[config.mk]
export PLATFORM = sky130hd
export DESIGN_NAME = sweep_monitor
export DESIGN_NICKNAME = d
export VERILOG_FILES = /design/src/rtl/sweep_pkg.sv /design/src/rtl/sweep_monitor_hex7seg.sv /design/src/rtl/sweep_monitor.sv
export SDC_FILE = /design/constraint.sdc
export NUM_CORES = 1
export LEC_CHECK = 0
export ABC_AREA = 0
export ABC_CLOCK_PERIOD_IN_PS = 2600
export CAP_MARGIN = 20
export CORE_UTILIZATION = 55
export DETAILED_ROUTE_END_ITERATION = 8
export GPL_TIMING_DRIVEN = 0
export PLACE_DENSITY = 0.8
export SLEW_MARGIN = 20
export SYNTH_ARGS = -nofsm -noshare
export SYNTH_HDL_FRONTEND = slang
export SYNTH_HIERARCHICAL = 1
export SYNTH_SLANG_ARGS = --single-unit
[constraint.sdc]
create_clock -name clock -period 2.6 [get_ports clock]
set_input_delay 0.65 -clock clock [delete_from_list [all_inputs] [get_ports clock]]
set_output_delay 0.65 -clock clock [all_outputs]
set_load 0.02 [all_outputs]
[src/rtl/sweep_pkg.sv]
// Shared types and constants for the sweep monitor.
//
// Contents:
//   digit_idx_t - index of the display digit currently being scanned (0..3)
//   bcd2_t      - two-digit BCD value {tens, ones}
//   Glyph*      - active-low 7-segment patterns, bit order {g,f,e,d,c,b,a}
//   bcd2_inc    - BCD increment with 99 -> 00 rollover
package sweep_pkg;

  typedef logic [1:0] digit_idx_t;
  typedef logic [7:0] bcd2_t;

  // Hex digit glyphs
  localparam logic [6:0] GlyphHex0 = 7'b1000000;
  localparam logic [6:0] GlyphHex1 = 7'b1111001;
  localparam logic [6:0] GlyphHex2 = 7'b0100100;
  localparam logic [6:0] GlyphHex3 = 7'b0110000;
  localparam logic [6:0] GlyphHex4 = 7'b0011001;
  localparam logic [6:0] GlyphHex5 = 7'b0010010;
  localparam logic [6:0] GlyphHex6 = 7'b0000010;
  localparam logic [6:0] GlyphHex7 = 7'b1111000;
  localparam logic [6:0] GlyphHex8 = 7'b0000000;
  localparam logic [6:0] GlyphHex9 = 7'b0010000;
  localparam logic [6:0] GlyphHexA = 7'b0001000;
  localparam logic [6:0] GlyphHexB = 7'b0000011;
  localparam logic [6:0] GlyphHexC = 7'b1000110;
  localparam logic [6:0] GlyphHexD = 7'b0100001;
  localparam logic [6:0] GlyphHexE = 7'b0000110;
  localparam logic [6:0] GlyphHexF = 7'b0001110;

  // Status glyphs for the direction digit
  localparam logic [6:0] GlyphU     = 7'b1000001;
  localparam logic [6:0] GlyphD     = 7'b0100001;
  localparam logic [6:0] GlyphE     = 7'b0000110;
  localparam logic [6:0] GlyphBlank = 7'b1111111;

  // Increment a two-digit BCD value; ones carry into tens, 99 rolls to 00.
  function automatic bcd2_t bcd2_inc(input bcd2_t value);
    logic [3:0] ones;
    logic [3:0] tens;
    ones = value[3:0];
    tens = value[7:4];
    if (ones >= 4'd9) begin
      ones = 4'd0;
      tens = (tens >= 4'd9) ? 4'd0 : tens + 4'd1;
    end else begin
      ones = ones + 4'd1;
    end
    return {tens, ones};
  endfunction

endpackage

[src/rtl/sweep_monitor_hex7seg.sv]
// Combinational hex to active-low 7-segment decoder.
//
// Ports:
//   hex_i - 4-bit value to show
//   seg_o - segment drive {g,f,e,d,c,b,a}, active-low
module hex7seg
  import sweep_pkg::*;
(
  input  logic [3:0] hex_i,
  output logic [6:0] seg_o
);

  always_comb begin
    seg_o = GlyphBlank;
    case (hex_i)
      4'h0: seg_o = GlyphHex0;
      4'h1: seg_o = GlyphHex1;
      4'h2: seg_o = GlyphHex2;
      4'h3: seg_o = GlyphHex3;
      4'h4: seg_o = GlyphHex4;
      4'h5: seg_o = GlyphHex5;
      4'h6: seg_o = GlyphHex6;
      4'h7: seg_o = GlyphHex7;
      4'h8: seg_o = GlyphHex8;
      4'h9: seg_o = GlyphHex9;
      4'hA: seg_o = GlyphHexA;
      4'hB: seg_o = GlyphHexB;
      4'hC: seg_o = GlyphHexC;
      4'hD: seg_o = GlyphHexD;
      4'hE: seg_o = GlyphHexE;
      4'hF: seg_o = GlyphHexF;
      default: seg_o = GlyphBlank;
    endcase
  end

endmodule

[src/rtl/sweep_monitor.sv]
// Monitor for a 4-bit up/down ping-pong counter (0 -> 15 -> 0 -> ...).
//
// Samples the counter every clock and reports the sweep direction, a pulse
// at each top reversal, a BCD count of completed sweeps (counted at each
// trough reversal) and a sticky illegal-step flag. The same state is shown
// on a 4-digit multiplexed active-low 7-segment display:
//   digit0 = last sampled value (hex), digit1 = U / d / E,
//   digit2 = sweep count ones,         digit3 = sweep count tens.
//
// Ports:
//   clock    - system clock
//   reset    - asynchronous, active-high reset
//   sa       - counter value from upstream
//   clear    - synchronous clear of cycles and step_err
//   dir      - 0 = ascending, 1 = descending
//   peak     - one-cycle pulse on top reversal
//   cycles   - BCD sweep count {tens, ones}
//   step_err - sticky illegal-step flag
//   an       - digit enables, active-low one-hot
//   seg      - segments {g,f,e,d,c,b,a}, active-low
module sweep_monitor
  import sweep_pkg::*;
#(
  parameter int unsigned REFRESH_DIV = 1024
) (
  input  logic       clock,
  input  logic       reset,
  input  logic [3:0] sa,
  input  logic       clear,
  output logic       dir,
  output logic       peak,
  output logic [7:0] cycles,
  output logic       step_err,
  output logic [3:0] an,
  output logic [6:0] seg
);

  localparam int unsigned ScanW = (REFRESH_DIV > 2) ? $clog2(REFRESH_DIV) : 1;
  localparam logic [ScanW-1:0] ScanLast = ScanW'(REFRESH_DIV - 1);

  // Sampler / direction state
  logic       primed_q, primed_d;
  logic [3:0] prev_q, prev_d;
  logic       dir_q, dir_d;
  logic       peak_q, peak_d;
  bcd2_t      cycles_q, cycles_d;
  logic       step_err_q, step_err_d;

  // Display scan state
  logic [ScanW-1:0] scan_q, scan_d;
  digit_idx_t       digit_q, digit_d;
  logic [3:0]       an_q, an_d;
  logic [6:0]       seg_q, seg_d;

  // Step classification. Compared at 5 bits so 15 -> 0 and 0 -> 15 are not
  // mistaken for legal +/-1 steps.
  logic step_up;
  logic step_down;
  logic step_hold;

  assign step_up   = ({1'b0, sa} == ({1'b0, prev_q} + 5'd1));
  assign step_down = (({1'b0, sa} + 5'd1) == {1'b0, prev_q});
  assign step_hold = (sa == prev_q);

  always_comb begin
    primed_d   = 1'b1;
    prev_d     = sa;
    dir_d      = dir_q;
    peak_d     = 1'b0;
    cycles_d   = cycles_q;
    step_err_d = step_err_q;

    // The first sample after reset only seeds prev.
    if (primed_q) begin
      if (step_up) begin
        if (dir_q) begin
          dir_d    = 1'b0;
          cycles_d = bcd2_inc(cycles_q);
        end
      end else if (step_down) begin
        if (!dir_q) begin
          dir_d  = 1'b1;
          peak_d = 1'b1;
        end
      end else if (!step_hold) begin
        step_err_d = 1'b1;
      end
    end

    // Clear takes priority over a same-edge increment or error.
    if (clear) begin
      cycles_d   = '0;
      step_err_d = 1'b0;
    end
  end

  // Scan counter: each digit stays enabled for REFRESH_DIV clocks.
  logic scan_wrap;

  assign scan_wrap = (scan_q == ScanLast);

  always_comb begin
    scan_d  = scan_q + ScanW'(1);
    digit_d = digit_q;
    if (scan_wrap) begin
      scan_d  = '0;
      digit_d = digit_q + 2'd1;
    end
  end

  // Digit content. A single decoder serves all hex digits; digit1 is a
  // status glyph and bypasses it.
  logic [3:0] disp_hex;
  logic [6:0] hex_seg;
  logic [6:0] dir_glyph;

  always_comb begin
    disp_hex = prev_q;
    unique case (digit_q)
      2'd0:    disp_hex = prev_q;
      2'd1:    disp_hex = prev_q;
      2'd2:    disp_hex = cycles_q[3:0];
      2'd3:    disp_hex = cycles_q[7:4];
      default: disp_hex = prev_q;
    endcase
  end

  hex7seg u_hex7seg (
    .hex_i (disp_hex),
    .seg_o (hex_seg)
  );

  always_comb begin
    if (step_err_q) begin
      dir_glyph = GlyphE;
    end else if (dir_q) begin
      dir_glyph = GlyphD;
    end else begin
      dir_glyph = GlyphU;
    end
  end

  always_comb begin
    an_d  = ~(4'b0001 << digit_q);
    seg_d = (digit_q == 2'd1) ? dir_glyph : hex_seg;
  end

  always_ff @(posedge clock or posedge reset) begin
    if (reset) begin
      primed_q   <= 1'b0;
      prev_q     <= 4'd0;
      dir_q      <= 1'b0;
      peak_q     <= 1'b0;
      cycles_q   <= '0;
      step_err_q <= 1'b0;
      scan_q     <= '0;
      digit_q    <= '0;
      an_q       <= 4'b1111;
      seg_q      <= GlyphBlank;
    end else begin
      primed_q   <= primed_d;
      prev_q     <= prev_d;
      dir_q      <= dir_d;
      peak_q     <= peak_d;
      cycles_q   <= cycles_d;
      step_err_q <= step_err_d;
      scan_q     <= scan_d;
      digit_q    <= digit_d;
      an_q       <= an_d;
      seg_q      <= seg_d;
    end
  end

  assign dir      = dir_q;
  assign peak     = peak_q;
  assign cycles   = cycles_q;
  assign step_err = step_err_q;
  assign an       = an_q;
  assign seg      = seg_q;

endmodule

==> results of run 1 <==
## routing by layer
layer	part of all wire, %	wire length (um)	vias up
met1	45	1840	787
met2	48	1940	44
met4	2.0	80	0
li1	-	-	816
met3	5.0	204	10
met5	0	0	-
## state kept, by name, summed over array words and instances (netlist names), 2 cells and up
name,cells
digit_q,2
seg,7
scan_q,10
prev_q,4
cycles,8
an,4
## cells in the final DEF (no fill, tap or decap), types with 3 or more instances in the layout
cell	instances
xnor2_1	9
nor2b_1	4
inv_1	18
a21oi_1	4
and4_1	3
clkbuf_8	5
mux2i_1	6
buf_2	3
nand2b_1	4
nor2_1	16
clkdlybuf4s50_1	28
xor2_1	7
nand3_1	11
nand2_1	19
ha_1	20
dfstp_2	11
dfrtp_1	28
o21ai_0	9
## cell type report
| type | instances | area, sq um | share of cell area, % |
|---|---|---|---|
| buffer | 4 | 26.3 | 0.968 |
| clock inverter | 2 | 60.1 | 2.21 |
| tap | 48 | 60.1 | 2.21 |
| clock buffer | 6 | 72.6 | 2.67 |
| timing repair buffer | 29 | 300 | 11.1 |
| multi-input combinational | 152 | 1130 | 41.7 |
| sequential | 39 | 990 | 36.5 |
| inverter | 20 | 75.1 | 2.76 |
## path summary, 6_finish.rpt
| kind | from | endpoint | depth (start not counted) |
|---|---|---|---|
| worst max register to register | digit_q[0]$_DFFE_PP0N_ | seg[3]$_DFF_PP1_ | 10 |
| min in group asynchronous | reset | scan_q[8]$_DFF_PP0_ | 2 |
| worst max-delay path | digit_q[0]$_DFFE_PP0N_ | seg[3]$_DFF_PP1_ | 10 |
| worst min register to register | scan_q[9]$_DFF_PP0_ | scan_q[9]$_DFF_PP0_ | 1 |
| max in group asynchronous | reset | an[2]$_DFF_PP1_ | 3 |
| worst min-delay path | scan_q[9]$_DFF_PP0_ | scan_q[9]$_DFF_PP0_ | 1 |
## power by group
part | internal, mW | total [mW] | leakage (nW) | switching [mW]
clock | 0.384 | 0.593 | 0.0654 | 0.210
sequential | 0.638 | 0.669 | 0.477 | 0.0306
combinational | 0.102 | 0.216 | 0.669 | 0.113
## logic make-up (layout without fill, tap and decap cells)
family	after synthesis	count (layout)	synth area share [%]
xor+xnor	17	17	7.08
other cells	1	1	0.170
mux	8	8	4.42
buf+inv	24	61	4.59
compound gates	35	35	11.2
flops	39	39	44.8
fa+ha+maj	20	20	11.3
simple gates	71	71	16.5
## critical path, stage by stage (launching register included)
cell and delay (ns):
dfrtp_1 0.39, inv_1 0.09, ha_1 0.25, nor2_1 0.21, nand2_1 0.12, o221ai_2 0.15
inv_1 0.19, ha_1 0.32, inv_1 0.05, mux4_1 0.46, nor2b_1 0.14
## metrics by stage
step,instance area [sq um],std cells
after floorplan,2210,215
after detailed placement,2570,292
after global placement,2550,291
after CTS,2700,300
after global routing,2720,300
final,2720,300
==> reports/results.ini, run 1 <==
[run_status]
outcome = finished, final reports clean

[placed_design]
pre_cts_slack_ns = -0.0263
gp_congestion = 0.853
dp_hpwl_mm = 2.99
io_buffers = 28

[timing]
setup_viol_count_final = 0
timing_hold_violations_final = 0
rsz0062_at_grt = no
drv_slew = 0
whs_ns = 0.479
setup_tns_ns = 0
post-route-min-period_ns = 2.43
skew_ns = 0.00303
setup_ws_ns = 0.175
fmax_ghz = 0.412
finalCritPeriodShare_pct = 93.3

[global_route]
grt_pass1_wl_mm = 7.10
top_usage_layer = met2
grt_pass1_vias = 1595
grt.met3_usage_pct = 6.94
grt_max_degree = 31
track_usage_pct = 22.4
gr-usage-met2_pct = 36.7
grt_use_met1_pct = 27.0
antenna_found_initial = 0
overflow = 0

[worst_hold_path]
min_path_type = reg -> reg

[floorplanning]
rows = 22
io_pins = 29
die_h_um = 65.4
die_w_um = 65.4
die-area_sq_mm = 0.00428
start_util_pct = 59.0
design.core.area_sq_mm = 0.00374

[layout]
final_core_util_pct = 72.5
n_fill_cell = 290
syn_to_final_growth_pct = 22.9
antenna_cells = 0
layout-drive-gt1-share_pct = 13.9
finalNetCount = 278

[power_and_ir_drop]
ir_worst_vdd_mv = 0.386
power_leakage_nw = 1.21
power.total_mw = 1.48
p_per_area_mw_per_mm2 = 544

[clocking]
clk_pin_slew_ns = 0.07
insertion_delay_ns = 0.29
cts_tree = done
root_buffer = clkbuf_8
cts.sinks = 39
numCtsBuffers = 5
clk_path_buf_depth = 2
cts_hold_repair.buffers = 0
cts_setup_buffers = 0
ctsResizeCount = 0
htree_levels = 2

[synth]
yosysMostFrequentCell = dfrtp_1
ys_async_sr_fraction_pct = 100
synth_top_cell_by_area = dfrtp_1
synthCells = 215
syn_area_sq_mm = 0.00221
synth_edf_count = 0
synth-seq-area-share_pct = 44.8
yosys_warnings = 6
synth-main-ff-cell = dfrtp_1
synthTopCellsByCount = dfrtp_1 (28), ha_1 (20), inv_1 (20)
avgSynthCellArea_sq_um = 10.3
synth_area_leaders = dfrtp_1 (32%), dfstp_2 (13%), ha_1 (11%)
syn_nets = 242
ys_seq_elements = 39
synth_top_area_share_pct = 31.7
synth.distinct_cells = 46

[routing]
wl_per_cell_um = 13.5
drt_wl_total_mm = 4.06
viasPerCell = 5.52
ant_nets = 0
first_iter_violations = 72
vias = 1657
first_pass_iters = 4
drc_errors = 0

[worst_setup_path]
crit_path_end_kind = register
r2r_slack_ns = 0.17
crit_type = reg -> reg
cp-start-kind = register
arrival_ns = 2.65
required_ns = 2.82
cp_max_fo = 7

[flow_run]
maxCapViolCount = 0

No activity file was read; power rests on OpenSTA's default activity.
==> inputs of run 2 (changes only) <==
Settings changed: CELL_PAD_IN_SITES_DETAIL_PLACEMENT from default to 2, CELL_PAD_IN_SITES_GLOBAL_PLACEMENT from default to 2, CORE_UTILIZATION 55 to 35, PLACE_DENSITY 0.8 to default, PLACE_DENSITY_LB_ADDON from default to 0.1.
==> run 2 against run 1 <==
Effect of this change: flip-flop and latch count stayed put; critical endpoint unchanged; fmax is 2.4% higher; register-to-register slack better by 0.06 ns; largest power group unchanged; combinational power is 2% higher; power is 12% lower; final cell count is 9.0% higher; clock-buffer cell count stayed put; via count is 1.9% higher; wire length is 22% higher; first-iteration DRC count is 28% lower.
==> reports/results.ini, run 2 (synthesized netlist as in run 1, its figures left out) <==
[layout]
final_cell_mix = dfrtp_1 (28), clkdlybuf4s50_1 (28), ha_1 (20)
largest_register_ffs = 10
largest_register = scan_q
n_fill_cell = 626
multi_input_area_sq_mm = 0.00114
finalNetCount = 278
syn_to_final_growth_pct = 22.9
antenna_cells = 0
seq_area_sq_um = 990
layout-drive-gt1-share_pct = 14.3

[clocking]
insertion_delay_ns = 0.29
cts_setup_buffers = 0
cts_hold_repair.buffers = 0
numCtsBuffers = 5
root_buffer = clkbuf_8
htree_levels = 2
clk_path_buf_depth = 2
clk_pin_slew_ns = 0.08
cts.sinks = 39
cts_tree = done

[routing]
drc_errors = 0
first_pass_iters = 4
ant_nets = 0
drt_wl_total_mm = 4.97
wl_per_cell_um = 15.2
viasPerCell = 5.16
first_iter_violations = 52
vias = 1688

[worst_setup_path]
path_delay_family = adder cells
crit_type = reg -> reg
crit_path_end_kind = register
cp_cell_sequence = inv_1 > ha_1 > inv_1 > o221ai_4 > inv_1 > ha_1 > inv_1 > mux4_1 > nor2b_1
critPathSlowestCell = mux4_1
critical_path.most_common_cell = inv_1
cp_max_fo = 7
arrival_ns = 2.58
r2r_slack_ns = 0.23
required_ns = 2.81
cp-start-kind = register
slowest_delay_ns = 0.46
cp_num_buf_inv = 4

[timing]
timing_hold_violations_final = 0
skew_ns = 0.0122
whs_ns = 0.497
post-route-min-period_ns = 2.37
drv_slew = 0
fmax_ghz = 0.422
rsz0062_at_grt = no
finalCritPeriodShare_pct = 91.1
setup_viol_count_final = 0

[global_route]
grt_max_degree = 32
track_usage_pct = 16.8
overflow = 0
grt_pass1_vias = 1860
antenna_found_initial = 0
grt_pass1_wl_mm = 8.49

[power_and_ir_drop]
p_per_area_mw_per_mm2 = 477
power.total_mw = 1.29
ir_worst_vdd_mv = 0.191
power_leakage_nw = 1.19

[run_status]
outcome = finished, final reports clean

[floorplanning]
die-area_sq_mm = 0.00663
io_pins = 29
die_w_um = 81.5
start_util_pct = 36.9
rows = 28
design.core.area_sq_mm = 0.00599
die_h_um = 81.5

[placed_design]
io_buffers = 28
gp_congestion = 0.741
dp_hpwl_mm = 3.78

[worst_hold_path]
min_path_type = reg -> reg

[flow_run]
maxCapViolCount = 0

run 2: cell types whose count changed in the layout (fill, tap and decap cells not counted), sizes merged:
cell | before | now
clkinvlp | 0 | 1
bufinv | 2 | 0
clkinv | 0 | 1
run 2: area by class of cell:
| type | instances | area share, % |
|---|---|---|
| sequential | 39 | 36.5 |
| multi-input combinational | 152 | 42.2 |
| tap | 75 | 3.46 |
| clock inverter | 2 | 0.461 |
| inverter | 20 | 2.76 |
| timing repair buffer | 29 | 11.1 |
| clock buffer | 6 | 2.67 |
| buffer | 4 | 0.968 |
run 2: where the power goes:
part           switching, mW  internal, mW
registers             0.0310         0.638
clock network          0.217         0.188
logic                  0.117         0.103
total                  0.366         0.929
run 2: what timing repair did:
item,CTS,global route
setup endpoints to repair,2,4
resized for setup,1,4
cloned,0,0
run 2: layer usage:
metal,global-route usage [%],wire length (um),up-vias
met5,0,0,-
li1,-,-,809
met1,20.0,2250,850
met2,29.8,2560,23
met3,3.11,101,6
met4,6.43,61,0
run 2: through the flow:
stage / instances / utilization (%) / worst slack [ns] / area, sq um / setup TNS (ns)
after global placement: 318 / 43.1 / -0.0284 / 2580 / -0.0298
after floorplan: 215 / - / 0.302 / 2210 / 0
after global routing: 327 / 45.3 / 0.0225 / 2720 / 0
final: 327 / 45.3 / 0.231 / 2720 / 0
after detailed placement: 319 / 43.5 / -0.0596 / 2600 / -0.117
after CTS: 327 / 45.0 / 0.00910 / 2700 / 0
run 2: worst paths after layout:
check,start,end,cells after the start
worst min register to register,scan_q[9]$_DFF_PP0_,scan_q[9]$_DFF_PP0_,1
worst max-delay path,digit_q[0]$_DFFE_PP0N_,seg[3]$_DFF_PP1_,9
worst max register to register,digit_q[0]$_DFFE_PP0N_,seg[3]$_DFF_PP1_,9
max in group asynchronous,reset,an[2]$_DFF_PP1_,3
min in group asynchronous,reset,scan_q[8]$_DFF_PP0_,2
worst min-delay path,scan_q[9]$_DFF_PP0_,scan_q[9]$_DFF_PP0_,1
==> inputs of run 3 (changes only) <==
Settings changed: ABC_AREA 0 to 1, CORE_UTILIZATION 35 to 32.
==> run 3 against run 2 <==
Effect of this change: synthesized cell count grew 44%; fmax is 2.4% higher; critical path type unchanged; flip-flop and latch count stayed put; die area up 16%.
==> reports/results.ini, run 3 <==
[placed_design]
io_buffers = 28
gp_congestion = 0.737
dp_hpwl_mm = 4.85
pre_cts_slack_ns = 0.213

[power_and_ir_drop]
share_comb_of_total_power_pct = 20.2
p_per_area_mw_per_mm2 = 486
p_seq_share_pct = 49.0
p_clk_share_pct = 30.9
power_leakage_nw = 1.46
p_switching_mw = 0.444
ir_worst_vdd_mv = 0.175
cellInternalPower_mw = 0.947
p_sw_share_pct = 31.9

[global_route]
top_usage_layer = met2
grt_pass1_vias = 2223
grt_max_degree = 26
grt_pass1_wl_mm = 10.4
track_usage_pct = 17.6
overflow = 0
grt_use_met1_pct = 20.6
antenna_found_initial = 0
grt.met3_usage_pct = 4.24
gr-usage-met2_pct = 32.1

[synth]
yosysMostFrequentCell = nand2_1
synthTopCellsByCount = nand2_1 (91), inv_1 (54), nand3_1 (30), nor2_1 (30), dfrtp_1 (28)
synth_top_family_by_area = simple AND/OR/NAND/NOR gates
synthCells = 310
synthSimpleGateAreaFrac_pct = 30.0
syn_nets = 337
synth-main-ff-cell = dfrtp_1
ys_async_sr_fraction_pct = 100
synth_edf_count = 0
yosys_warnings = 6
synthXorXnorAreaFrac_pct = 1.86
synth.mux.area_fraction_pct = 0
synth-seq-area-share_pct = 42.0
avgSynthCellArea_sq_um = 7.60
synth_top_cell_by_area = dfrtp_1
syn_area_sq_mm = 0.00235
ys_seq_elements = 39
synth-compound-area-share_pct = 5.42
synth_area_leaders = dfrtp_1 (30%), nand2_1 (15%), dfstp_2 (12%)
synth.distinct_cells = 32
synth_top_area_share_pct = 29.8
synth_fa_ha_area_share_pct = 10.6

[layout]
syn_to_final_growth_pct = 21.6
final_common_cell = nand2_1
finalNetCount = 373
antenna_cells = 0
largest_register = scan_q
largest_register_ffs = 10
final_cell_mix = nand2_1 (91), inv_1 (53), nand3_1 (30), nor2_1 (30)
layout-drive-gt1-share_pct = 9.22
n_fill_cell = 806

[worst_setup_path]
path_delay_family = adder cells
cp_num_buf_inv = 3
critPathSlowestCell = dfrtp_1
reg2reg_depth = 12
reg2reg_from = digit_q[0]$_DFFE_PP0N_
cp_cell_sequence = inv_1 > ha_1 > nor2_1 > a22oi_1 > o21ai_1 > inv_1 > ha_1 > nand2_1 > nand3_1 > nand2_1 > inv_1 > nor2_1
r2r_slack_ns = 0.29
crit_type = reg -> reg
cp_max_fo = 5
crit_path_end_kind = register
rr_endpoint = seg[3]$_DFF_PP1_
arrival_ns = 2.55
cp-start-kind = register
critical_path.most_common_cell = inv_1
slowest_delay_ns = 0.39
required_ns = 2.83

[routing]
ant_nets = 0
first_pass_iters = 3
wl_per_cell_um = 13.7
viasPerCell = 4.66
drt_wl_total_mm = 6.08
drc_errors = 0
first_iter_violations = 43
vias = 2064

[timing]
timing_hold_violations_final = 0
setup_tns_ns = 0
setup_viol_count_final = 0
whs_ns = 0.517
rsz0062_at_grt = no
skew_ns = 0.00867
fmax_ghz = 0.432
post-route-min-period_ns = 2.31
drv_slew = 0
finalCritPeriodShare_pct = 89.0
setup_ws_ns = 0.287

[floorplanning]
io_pins = 29
die_w_um = 87.8
die-area_sq_mm = 0.00771
start_util_pct = 33.9
design.core.area_sq_mm = 0.00694
die_h_um = 87.8
rows = 30

[worst_hold_path]
hold_end = scan_q[6]$_DFF_PP0_
min_path_type = reg -> reg
hold_depth = 2
hp-start = scan_q[6]$_DFF_PP0_

[flow_run]
maxCapViolCount = 0

[clocking]
insertion_delay_ns = 0.30
clk_path_buf_depth = 2
htree_levels = 2
cts.sinks = 39
numCtsBuffers = 5
cts_hold_repair.buffers = 0
cts_tree = done
cts_setup_buffers = 0
clk_pin_slew_ns = 0.09
root_buffer = clkbuf_8

[run_status]
outcome = finished, final reports clean

[run 3: timing repair]
action / in CTS / in global routing
endpoints found under the hold margin: 0 / 0
setup endpoints to repair: 0 / 1
resized for setup: 0 / 2
[run 3: how the worst max path moves through the flow]
| stage | startpoint | to | cells after the start |
|---|---|---|---|
| 6_report | digit_q[0]$_DFFE_PP0N_ | seg[3]$_DFF_PP1_ | 12 |
| 5_1_grt | digit_q[0]$_DFFE_PP0N_ | seg[3]$_DFF_PP1_ | 12 |
| 4_1_cts | digit_q[0]$_DFFE_PP0N_ | seg[3]$_DFF_PP1_ | 12 |
| 3_5_place_dp | digit_q[0]$_DFFE_PP0N_ | seg[3]$_DFF_PP1_ | 12 |
| 3_3_place_gp | reset | peak$_DFF_PP0_ | 2 |
| 2_1_floorplan | digit_q[0]$_DFFE_PP0N_ | seg[3]$_DFF_PP1_ | 12 |
[run 3: worst register-to-register path, stage by stage (launching register included)]
cell,delay [ns]
dfrtp_1,0.39
inv_1,0.10
ha_1,0.26
nor2_1,0.23
a22oi_1,0.13
o21ai_1,0.27
inv_1,0.19
ha_1,0.34
nand2_1,0.07
nand3_1,0.07
nand2_1,0.07
inv_1,0.04
nor2_1,0.08
[run 3: routing by layer]
metal	up-vias	routed length, um
li1	1022	-
met1	1010	2680
met2	27	3150
met3	5	188
met4	0	61
met5	-	0
[run 3: cell type report]
type	count	area, sq um	area share [%]
buffer	3	27.5	0.961
clock buffer	5	68.8	2.40
clock inverter	3	20.0	0.699
inverter	55	206	7.21
multi-input combinational	213	1130	39.5
sequential	39	990	34.6
tap	96	120	4.19
timing repair buffer	29	300	10.5
[run 3: cell families after synthesis]
| group | count (synthesis) |
|---|---|
| AO/OA/AOI/OAI | 22 |
| XOR/XNOR | 5 |
| adder cells (fa/ha/maj) | 20 |
| buffers and inverters | 58 |
| flip-flops | 39 |
| other | 1 |
| AND/OR/NAND/NOR | 165 |
[run 3: power by group through the flow]
stage	clock network, mW	registers, mW	logic (mW)
after floorplan	0	0.716	0.137
after global placement	0	0.693	0.271
after detailed placement	0	0.694	0.287
after CTS	0.443	0.683	0.288
after global routing	0.468	0.687	0.319
final	0.430	0.681	0.281
[run 3: through the flow]
| step | utilization, % | cell area (sq um) | std cells | power (mW) |
|---|---|---|---|---|
| CTS | 41.2 | 2860 | 443 | 1.41 |
| global placement | 39.7 | 2760 | 434 | 0.963 |
| finish | 41.2 | 2860 | 443 | 1.39 |
| global route | 41.2 | 2860 | 443 | 1.47 |
| detailed placement | 40.0 | 2780 | 435 | 0.982 |
| floorplan | - | 2350 | 310 | 0.853 |
